$ cat src/rtl/pc_fetch_unit.sv
// Program-counter register and req/ack instruction-fetch sequencer (IDLE/FETCH/EXEC/HALT).
// Optional feature macro: PC_ALIGN_CHECK_EN (halt with a sticky misalign flag on an unaligned next_pc).
module pc_fetch_unit #(
    parameter int                 ADDR_W   = 32,
    parameter int                 DATA_W   = 32,
    parameter logic [ADDR_W-1:0]  RESET_PC = {ADDR_W{1'b0}}
) (
    input  logic              clk,
    input  logic              rst,
    output logic [ADDR_W-1:0] pc,
    input  logic [ADDR_W-1:0] next_pc,
    output logic              imem_req,
    output logic [ADDR_W-1:0] imem_addr,
    input  logic              imem_ack,
    input  logic [DATA_W-1:0] imem_rdata,
    output logic [DATA_W-1:0] instr,
    output logic              instr_valid,
    input  logic              stall,
    input  logic              halt_req,
    output logic              halted
`ifdef PC_ALIGN_CHECK_EN
    ,
    output logic              misalign
`endif
);

    typedef enum logic [1:0] {
        ST_IDLE  = 2'd0,
        ST_FETCH = 2'd1,
        ST_EXEC  = 2'd2,
        ST_HALT  = 2'd3
    } state_t;

    localparam logic [ADDR_W-1:0] ALIGN_MASK = ~{{(ADDR_W-2){1'b0}}, 2'b11};

    state_t              state_q, state_d;
    logic [ADDR_W-1:0]   pc_q, pc_d;
    logic [DATA_W-1:0]   instr_q, instr_d;
`ifdef PC_ALIGN_CHECK_EN
    logic                misalign_q, misalign_d;
`endif

    // Next-state and datapath update rules; only FETCH captures memory data, only EXEC commits.
    always_comb begin
        state_d = state_q;
        pc_d    = pc_q;
        instr_d = instr_q;
`ifdef PC_ALIGN_CHECK_EN
        misalign_d = misalign_q;
`endif
        case (state_q)
            ST_IDLE: begin
                state_d = ST_FETCH;
            end
            ST_FETCH: begin
                if (imem_ack) begin
                    instr_d = imem_rdata;
                    state_d = ST_EXEC;
                end else begin
                    state_d = ST_FETCH;
                end
            end
            ST_EXEC: begin
                if (stall) begin
                    state_d = ST_EXEC;
                end else begin
`ifdef PC_ALIGN_CHECK_EN
                    // An unaligned target halts with pc left on the committing instruction.
                    if (next_pc[1:0] != 2'b00) begin
                        misalign_d = 1'b1;
                        state_d    = ST_HALT;
                    end else begin
                        pc_d    = next_pc;
                        state_d = halt_req ? ST_HALT : ST_FETCH;
                    end
`else
                    pc_d    = next_pc & ALIGN_MASK;
                    state_d = halt_req ? ST_HALT : ST_FETCH;
`endif
                end
            end
            ST_HALT: begin
                state_d = ST_HALT;
            end
            default: begin
                state_d = ST_IDLE;
            end
        endcase
    end

    // State and datapath registers with asynchronous reset.
    always_ff @(posedge clk or posedge rst) begin
        if (rst) begin
            state_q <= ST_IDLE;
            pc_q    <= RESET_PC;
            instr_q <= {DATA_W{1'b0}};
`ifdef PC_ALIGN_CHECK_EN
            misalign_q <= 1'b0;
`endif
        end else begin
            state_q <= state_d;
            pc_q    <= pc_d;
            instr_q <= instr_d;
`ifdef PC_ALIGN_CHECK_EN
            misalign_q <= misalign_d;
`endif
        end
    end

    // Outputs are pure decodes of registers, so reset clears them without waiting for a clock.
    assign pc          = pc_q;
    assign imem_addr   = pc_q;
    assign instr       = instr_q;
    assign imem_req    = (state_q == ST_FETCH);
    assign instr_valid = (state_q == ST_EXEC);
    assign halted      = (state_q == ST_HALT);
`ifdef PC_ALIGN_CHECK_EN
    assign misalign    = misalign_q;
`endif

endmodule

$ cat config.mk
export PLATFORM = sky130hd
export DESIGN_NAME = pc_fetch_unit
export DESIGN_NICKNAME = d
export VERILOG_FILES = /design/src/rtl/pc_fetch_unit.sv
export SDC_FILE = /design/constraint.sdc
export NUM_CORES = 1
export LEC_CHECK = 0
export ABC_AREA = 1
export ABC_CLOCK_PERIOD_IN_PS = 4500
export BUFFER_PORTS_ARGS = -buffer_cell sky130_fd_sc_hd__buf_2
export CAP_MARGIN = 20
export CORE_ASPECT_RATIO = 0.9
export CORE_MARGIN = 2
export CORE_UTILIZATION = 48
export CTS_CLUSTER_SIZE = 20
export DETAILED_ROUTE_END_ITERATION = 7
export PLACE_DENSITY = 0.85
export SLEW_MARGIN = 20
export SYNTH_ARGS = -nofsm -noshare
export SYNTH_HDL_FRONTEND = slang
export SYNTH_SLANG_ARGS = --single-unit
$ cat constraint.sdc
create_clock -name clk -period 4.5 [get_ports clk]
set_input_delay 0.225 -clock clk [delete_from_list [all_inputs] [get_ports clk]]
set_output_delay 0.225 -clock clk [all_outputs]
set_load 0.02 [all_outputs]
Word level (Yosys, flattened, before mapping)
Cells that the tools add are included.
W data, S select, Z words.

cells by class
  eq/ne operators = 3
  mux-type cells = 4
  bitwise logic cells = 1
  reductions and logical operators = 3

operators by type and width
  kind                  count
  $pmux W2 S4           1
  $mux W2               3
  $eq A2 B2 Y1 const B  2
  $reduce_and A2 Y1     2
  $eq A2 B1 Y1 const B  1
  $logic_not A2 Y1      1
  $not A1 Y1            1

storage, ports and cells
  word-level logic and storage cells = 14
  flip-flop bits (word level) = 64
  output and inout port bits = 99

Longest topological paths before layout
Gate-level depths: netlist of run 1.

  word-level depth = 3
  mapped depth = 6

Worst setup path after synthesis of run 1
Ideal clock, no wire load.

  path type = register to output
  start point = register state_q[0]
  end point = output port instr_valid
  buffers on the path = 2
  path slack = 3.317 ns
  cell stages (with the launch flop) = 4
  arrival = 0.958 ns
  cell sequence = dfrtp_1 buf_6 buf_2 nor2_1

between the ends
  cells in the longest elaborated chain, start to end = 1

ends and longest elaborated chain
  what                      line  text
  start: declaration        36    state_t state_q, state_d;
  start signal: assignment  101   state_q <= state_d;
  $eq A2 B2 Y1              115   assign instr_valid = (state_q == ST_EXEC);
  end: declaration          17    output logic instr_valid,

No other way between the ends.

Worst setup path after layout of run 1
  start point = register state_q[1]
  end point = output port instr_valid

Same word-level chain as after synthesis.

==> results of run 1 <==
[layout by cell type (no fill, tap or decap)]
master / count
buf_2: 161
buf_4: 2
bufinv_16: 2
clkbuf_8: 10
clkinv_2: 3
clkinvlp_4: 1
conb_1: 4
dfrtp_1: 63
dfrtp_2: 1
inv_1: 3
inv_2: 1
inv_4: 2
nand2_1: 126
nand3_1: 2
nand3_2: 1
nand3_4: 1
nand4_1: 62
nor2_1: 2
o21ai_0: 1
[kinds of logic after synthesis]
group           count (synthesis)  share of synthesized area
simple gates                  194                      0.304
buf+inv                        67                      0.155
compound gates                  1                    0.00168
other cells                     1                    0.00126
flops                          64                      0.538
[registers in the layout, summed over array words and instances (netlist names)]
register	cells
instr	32
imem_addr	30
state_q	2
[cells in the mapped netlist]
| library cell | n | share of area |
|---|---|---|
| nand3_1 | 2 | 0.0034 |
| buf_6 | 5 | 0.019 |
| nand2_1 | 126 | 0.16 |
| buf_4 | 39 | 0.098 |
| nand3_2 | 1 | 0.0034 |
| o21ai_0 | 1 | 0.0017 |
| dfrtp_1 | 64 | 0.54 |
| nand4_1 | 62 | 0.13 |
| buf_2 | 17 | 0.029 |
| inv_1 | 4 | 0.0050 |
| inv_4 | 2 | 0.0042 |
| nand3_4 | 1 | 0.0059 |
| nor2_1 | 2 | 0.0025 |
| conb_1 | 1 | 0.0013 |
[worst paths after layout]
kind,startpoint,cells after the start,to
hold / removal,rst,3,imem_addr[6]
max in group asynchronous,rst,3,state_q[1]
setup / recovery,state_q[1],3,instr_valid
setup reg to reg,state_q[0],5,imem_addr[15]
min in group clk,imem_rdata[9],3,instr[9]
hold reg to reg,instr[15],2,instr[15]
[report_power, final]
group          internal [W]  switching [W]
logic              0.000418       0.000968
registers          0.000839       0.000199
clock network      0.000324       0.000213
total               0.00158        0.00138
[worst max-delay path, stage by stage, from the launching register on]
cell and delay (ps):
dfrtp_2 800, inv_4 300, nor2_1 150, buf_2 170
[metal layers]
layer	routed length, microns	track usage	part of all wire	vias to the layer above
met2	3440	0.360	0.48	131
met1	2970	0.254	0.41	1269
met5	0	0	0	-
li1	-	-	-	1283
met4	75	0.0828	0.010	0
met3	680	0.0769	0.095	8
[final cells by class]
type	count	area, sq um
fillers	536	2360
flip-flops and latches	64	1600
multi-input cells	199	926
repair buffers	163	821
clock buffers	10	138
well taps	72	90.1
clock inverters	6	82.6
inverters	6	27.5
[metrics by stage]
stage / hold WS, ps / cells / worst slack, ps
final: 123 / 520 / 2510
after global placement: 450 / 504 / 2270
after CTS: 119 / 520 / 2500
after detailed placement: 453 / 504 / 2340
after floorplan: 366 / 330 / 2680
after global routing: 118 / 520 / 2350
==> summary.md, run 1 <==
| Metric | Value |
|---|---|
| Antenna violations before repair | `0` |
| Cell Area, Synth | `roughly 0.003 sq mm` |
| Post-CTS setup repair buffer count | `0` |
| R2R setup slack | `roughly 2600 ps` |
| Largest net degree at the start of global routing | `65` |
| Sink Count | `64` |
| Synth cell types | `14` |
| Synth warn | `0` |
| Die W | `slightly below 90 microns` |
| Sequential area share after synthesis | `0.538` |
| Die Y | `just under 80 microns` |
| Max Transition Viols Final | `0` |
| Die area | `0.00685 sq mm` |
| Leak | `2.19 nW` |
| Hpwl dp | `about 4700 microns` |
| 1st-iter DRT viols | `around 110` |
| Register bit total from synthesis | `between 60 and 70` |
| Share of layout cells above drive strength 1 | `0.413` |
| Avg Cell Area, Syn | `9.11 sq um` |
| Status | `finished clean` |
| Vias | `roughly 2700` |
| Fin crit share | `0.442` |
| Crit. End Element | `output pin` |
| Pwr Total | `0.00296 W` |
| GRT Overall Usage | `0.216` |
| Vias/cell | `approximately 5.2` |
| Clock root buffer | `clkbuf_8` |
| Crit Path Category | `reg2out` |
| Wire length per cell | `between 10 and 15 microns` |
| Synthesis-to-finish area growth | `23.8%` |
| Max-Cap Viols | `0` |
| Crit Path Max Fanout | `36` |
| Design Area, Final | `0.00369 sq mm` |
| Syn Inst Count | `approximately 330` |
| # rows | `27` |
| Final hold violation count | `0` |
| Reg clk slew, reported paths | `about 70 ps` |
| First-pass GRT wire length | `11400 microns` |
| Max Buffers Root-to-Sink | `2` |
| Routability congestion estimate | `approximately 0.77` |
| Worst skew pair latency | `between 300 and 400 ps` |
| ANT nets after route | `0` |
| RSZ-0062 raised after global routing | `false` |
| F_max | `roughly 500 MHz` |
| Pre-antenna DRT Iters | `5` |
| Slew margin rel. | `0.371` |
| Placeable Area | `0.00605 sq mm` |
| CP arrival | `approximately 1800 ps` |
| Fin nets | `around 510` |
| Startpoint types | `flip-flop` |
| Final min period | `~2000 ps` |
| Max IR drop VDD | `~370 uV` |
| Hold buffers post-CTS | `0` |
| Hold Path Class | `in2async` |
| # resized after CTS | `0` |
| Clock H-tree levels | `3` |
| P per Cell Area | `803 mW/mm^2` |
| Initial Util | `0.492` |
| Layout Utilization | `0.610` |
| Total wire length | `a little over 7000 microns` |
| Number of setup violations in the final report | `0` |
| Worst-margin pin slew | `between 900 and 1000 ps` |
| Vias in the first global route | `2546` |
| Detailed-route DRC error count | `0` |
| Grt ovf | `0` |
| Post-route setup TNS | `0 ps` |
| I/O pin count | `168` |
| Port Buffers | `161` |
| TritonCTS clock tree | `built` |
| Data required, critical path | `about 4300 ps` |
| ANT cells | `0` |
| Clock buffer count from CTS | `9` |
| Area after DPL | `0.00347 sq mm` |
| Fin Clk Skew | `6.43 ps` |
No activity file was read; power rests on OpenSTA's default activity.
==> inputs of run 2 (changes only) <==
--- a/config.mk
+++ b/config.mk
@@ -6,15 +6,15 @@
 export NUM_CORES = 1
 export LEC_CHECK = 0
 export ABC_AREA = 1
-export ABC_CLOCK_PERIOD_IN_PS = 4500
+export ABC_CLOCK_PERIOD_IN_PS = 1900
 export BUFFER_PORTS_ARGS = -buffer_cell sky130_fd_sc_hd__buf_2
 export CAP_MARGIN = 20
 export CORE_ASPECT_RATIO = 0.9
 export CORE_MARGIN = 2
-export CORE_UTILIZATION = 48
+export CORE_UTILIZATION = 44
 export CTS_CLUSTER_SIZE = 20
 export DETAILED_ROUTE_END_ITERATION = 7
-export PLACE_DENSITY = 0.85
+export PLACE_DENSITY = 0.79
 export SLEW_MARGIN = 20
 export SYNTH_ARGS = -nofsm -noshare
 export SYNTH_HDL_FRONTEND = slang
==> constraint.sdc (replaced) <==
create_clock -name clk -period 1.9 [get_ports clk]
set_input_delay 0.095 -clock clk [delete_from_list [all_inputs] [get_ports clk]]
set_output_delay 0.095 -clock clk [all_outputs]
set_load 0.02 [all_outputs]
==> run 2 against run 1 <==
Clock-buffer cell count increased by 3. Design area increased by 2.4%. Via count increased by 1.3%. Sequential power increased by 130%. Wire length increased by 2.1%.
==> summary.md, run 2 (same netlist as run 1, synthesis figures left out) <==
| Metric | Value |
|---|---|
| Setup crit end | `instr_valid (unchanged)` |
| Fin Clk Skew | `7.42 ps (was 6.43 ps)` |
| Wire length per cell | `13.4 microns (was 13.8 microns)` |
| Critical-path top delay cell | `dfrtp_1 (was dfrtp_2)` |
| Antenna violations before repair | `0 (unchanged)` |
| R2R setup slack | `410 ps (was 2570 ps)` |
| Crit-path cells | `buf_4 -> buf_4 -> nor2_1 -> buf_2 (was inv_4 -> nor2_1 -> buf_2)` |
| Placeable Area | `0.00655 sq mm (was 0.00605 sq mm)` |
| Port Buffers | `161 (unchanged)` |
| Worst-margin pin slew | `603 ps (was 942 ps)` |
| Final min period | `between 1500 and 2000 ps` |
| Placed insts | `528 (was 504)` |
| Hold Path Class | `in2reg (was in2async)` |
| Worst skew pair latency | `320 ps (was 330 ps)` |
| Fin nets | `522 (was 512)` |
| Layout Utilization | `0.577 (was 0.610)` |
| Most used cell, CP | `buf_4` |
| Clock buffer count from CTS | `9 (unchanged)` |
| Max FFs per register | `32 (unchanged)` |
| Register area | `0.00160 sq mm (about the same)` |
| Clock H-tree levels | `3 (unchanged)` |
| Status | `finished clean (unchanged)` |
| RSZ-0062 raised after global routing | `false (unchanged)` |
| Commonest non-fill, non-tap cell in the layout | `buf_2 (unchanged)` |
| RR Startpoint | `state_q[1] (was state_q[0])` |
| Data required, critical path | `1800 ps (was 4280 ps)` |
| Grt ovf | `0 (unchanged)` |
| Vias/cell | `4.98 (was 5.18)` |
| Die area | `0.00744 sq mm (was 0.00685 sq mm)` |
| Post-route setup TNS | `0 ps (unchanged)` |
| Hold WS | `16.5 ps (was 123 ps)` |
| Reg2reg end | `instr[13] (was imem_addr[15])` |
| Die Y | `82.0 microns (was 78.7 microns)` |
| Routability congestion estimate | `0.749 (was 0.769)` |
| Fillers | `605 (was 536)` |
| I/O pin count | `168 (unchanged)` |
| Clock root buffer | `clkbuf_8 (unchanged)` |
| Reg clk slew, reported paths | `70 ps (about the same)` |
| Max IR drop VDD | `773 uV (was 374 uV)` |
| Critical Path Source | `state_q[0] (was state_q[1])` |
| Startpoint types | `flip-flop (unchanged)` |
| Final hold violation count | `0 (unchanged)` |
| Sw Share | `0.473 (was 0.466)` |
| Total wire length | `7310 microns (was 7160 microns)` |
| Comb pwr share | `0.495 (was 0.468)` |
| TritonCTS clock tree | `built (unchanged)` |
| Slew margin rel. | `0.598 (was 0.371)` |
| P per Cell Area | `1820 mW/mm^2 (was 803 mW/mm^2)` |
| Vias | `2725 (was 2691)` |
| Vias in the first global route | `2536 (was 2546)` |
| GRT Overall Usage | `0.194 (was 0.216)` |
| 1st-iter DRT viols | `158 (was 109)` |
| Sink Count | `64 (unchanged)` |
| Largest net degree at the start of global routing | `35 (was 65)` |
| Leak | `2.23 nW (was 2.19 nW)` |
| Share of layout cells above drive strength 1 | `0.414 (was 0.413)` |
| Detailed-route DRC error count | `0 (unchanged)` |
| Hold buffers post-CTS | `4 (was 0)` |
| Commonest non-fill, non-tap cells in the layout | `161 x buf_2, 126 x nand2_1, 64 x dfrtp_1, 62 x nand4_1, 13 x clkbuf_8 (was 161 x buf_2, 126 x nand2_1, 63 x dfrtp_1, 62 x nand4_1, 10 x clkbuf_8)` |
| Crit. End Element | `output pin (unchanged)` |
| Sequential Power Share | `0.346 (was 0.351)` |
| First-pass GRT wire length | `11500 microns (was 11400 microns)` |
| ANT cells | `0 (unchanged)` |
| Pwr Total | `0.00689 W (was 0.00296 W)` |
| CP arrival | `1470 ps (was 1760 ps)` |
| Die W | `90.7 microns (was 87.0 microns)` |
| Number of setup violations in the final report | `0 (unchanged)` |
| Max-Cap Viols | `0 (unchanged)` |
| Max Transition Viols Final | `0 (unchanged)` |
| F_max | `around 640 MHz` |
| Crit Path Category | `reg2out (unchanged)` |
| ANT nets after route | `0 (unchanged)` |
| Clock power share | `0.159 (was 0.181)` |
| Crit Path Max Fanout | `24 (was 36)` |
| Crit-path max cell delay | `390 ps (was 800 ps)` |
| Switching power | `0.00326 W (was 0.00138 W)` |
| # rows | `28 (was 27)` |
| Fin crit share | `0.825` |
| R2r worst-path depth | `4 (was 5)` |
| Max Buffers Root-to-Sink | `2 (unchanged)` |
| Internal power | `0.00363 W (was 0.00158 W)` |
| Non-Filler Instances | `547 (was 520)` |
| # resized after CTS | `0 (unchanged)` |
| Post-CTS setup repair buffer count | `0 (unchanged)` |
| Hpwl dp | `5000 microns (was 4720 microns)` |
| Initial Util | `0.455 (was 0.492)` |
| Synthesis-to-finish area growth | `26.8% (was 23.8%)` |
| Multi-input logic area | `926 sq um (unchanged)` |
| Pre-antenna DRT Iters | `4 (was 5)` |
run 2: changes by cell type in the layout (fill, tap and decap cells not counted), moves of 2 or more:
cell / delta
dlygate4sd3_1: +4
buf_4: +5
clkinv_2: -2
clkbuf_8: +3
bufinv_16: -2
run 2: routing by layer:
layer,vias up,wire length [microns],global-route usage
li1,1300,-,-
met1,1295,3110,0.238
met2,122,3480,0.327
met3,8,635,0.0514
met4,0,86,0.0862
met5,-,0,0
run 2: stage by stage:
| stage | cell area (sq um) | worst slack, ps |
|---|---|---|
| after global routing | 3780 | 246 |
| after detailed placement | 3550 | 398 |
| after CTS | 3780 | 328 |
| final | 3780 | 333 |
| after global placement | 3550 | 443 |
| after floorplan | 2990 | 207 |
run 2: worst min-delay path by stage:
stage | from | cells after the start | end | slack [ps]
2_1_floorplan | halt_req | 2 | state_q[1] | 240
3_3_place_gp | rst | 2 | imem_addr[4] | -20
3_5_place_dp | rst | 2 | imem_addr[5] | -20
4_1_cts | next_pc[23] | 3 | imem_addr[23] | 1
5_1_grt | next_pc[23] | 3 | imem_addr[23] | 8
6_report | imem_rdata[17] | 3 | instr[17] | 20
run 2: final cells by class:
cell class              count  share of cell area
flip-flops and latches     64               0.424
well taps                  90              0.0298
inverters                   6             0.00729
clock buffers              13              0.0474
multi-input cells         199               0.245
repair buffers            173               0.243
clock inverters             2             0.00331
run 2: power by group through the flow:
stage | clock network (W) | logic, W | registers [W]
finish | 0.00110 | 0.00341 | 0.00238
global route | 0.00118 | 0.00370 | 0.00246
CTS | 0.00112 | 0.00343 | 0.00238
detailed placement | 0 | 0.00343 | 0.00239
global placement | 0 | 0.00337 | 0.00236
floorplan | 0 | 0.00196 | 0.00311
run 2: critical path: cells and delay by family (launching register included):
family	cells	cell delay, ps
and+or+nand+nor	1	70
DFF	1	390
buffers and inverters	3	680
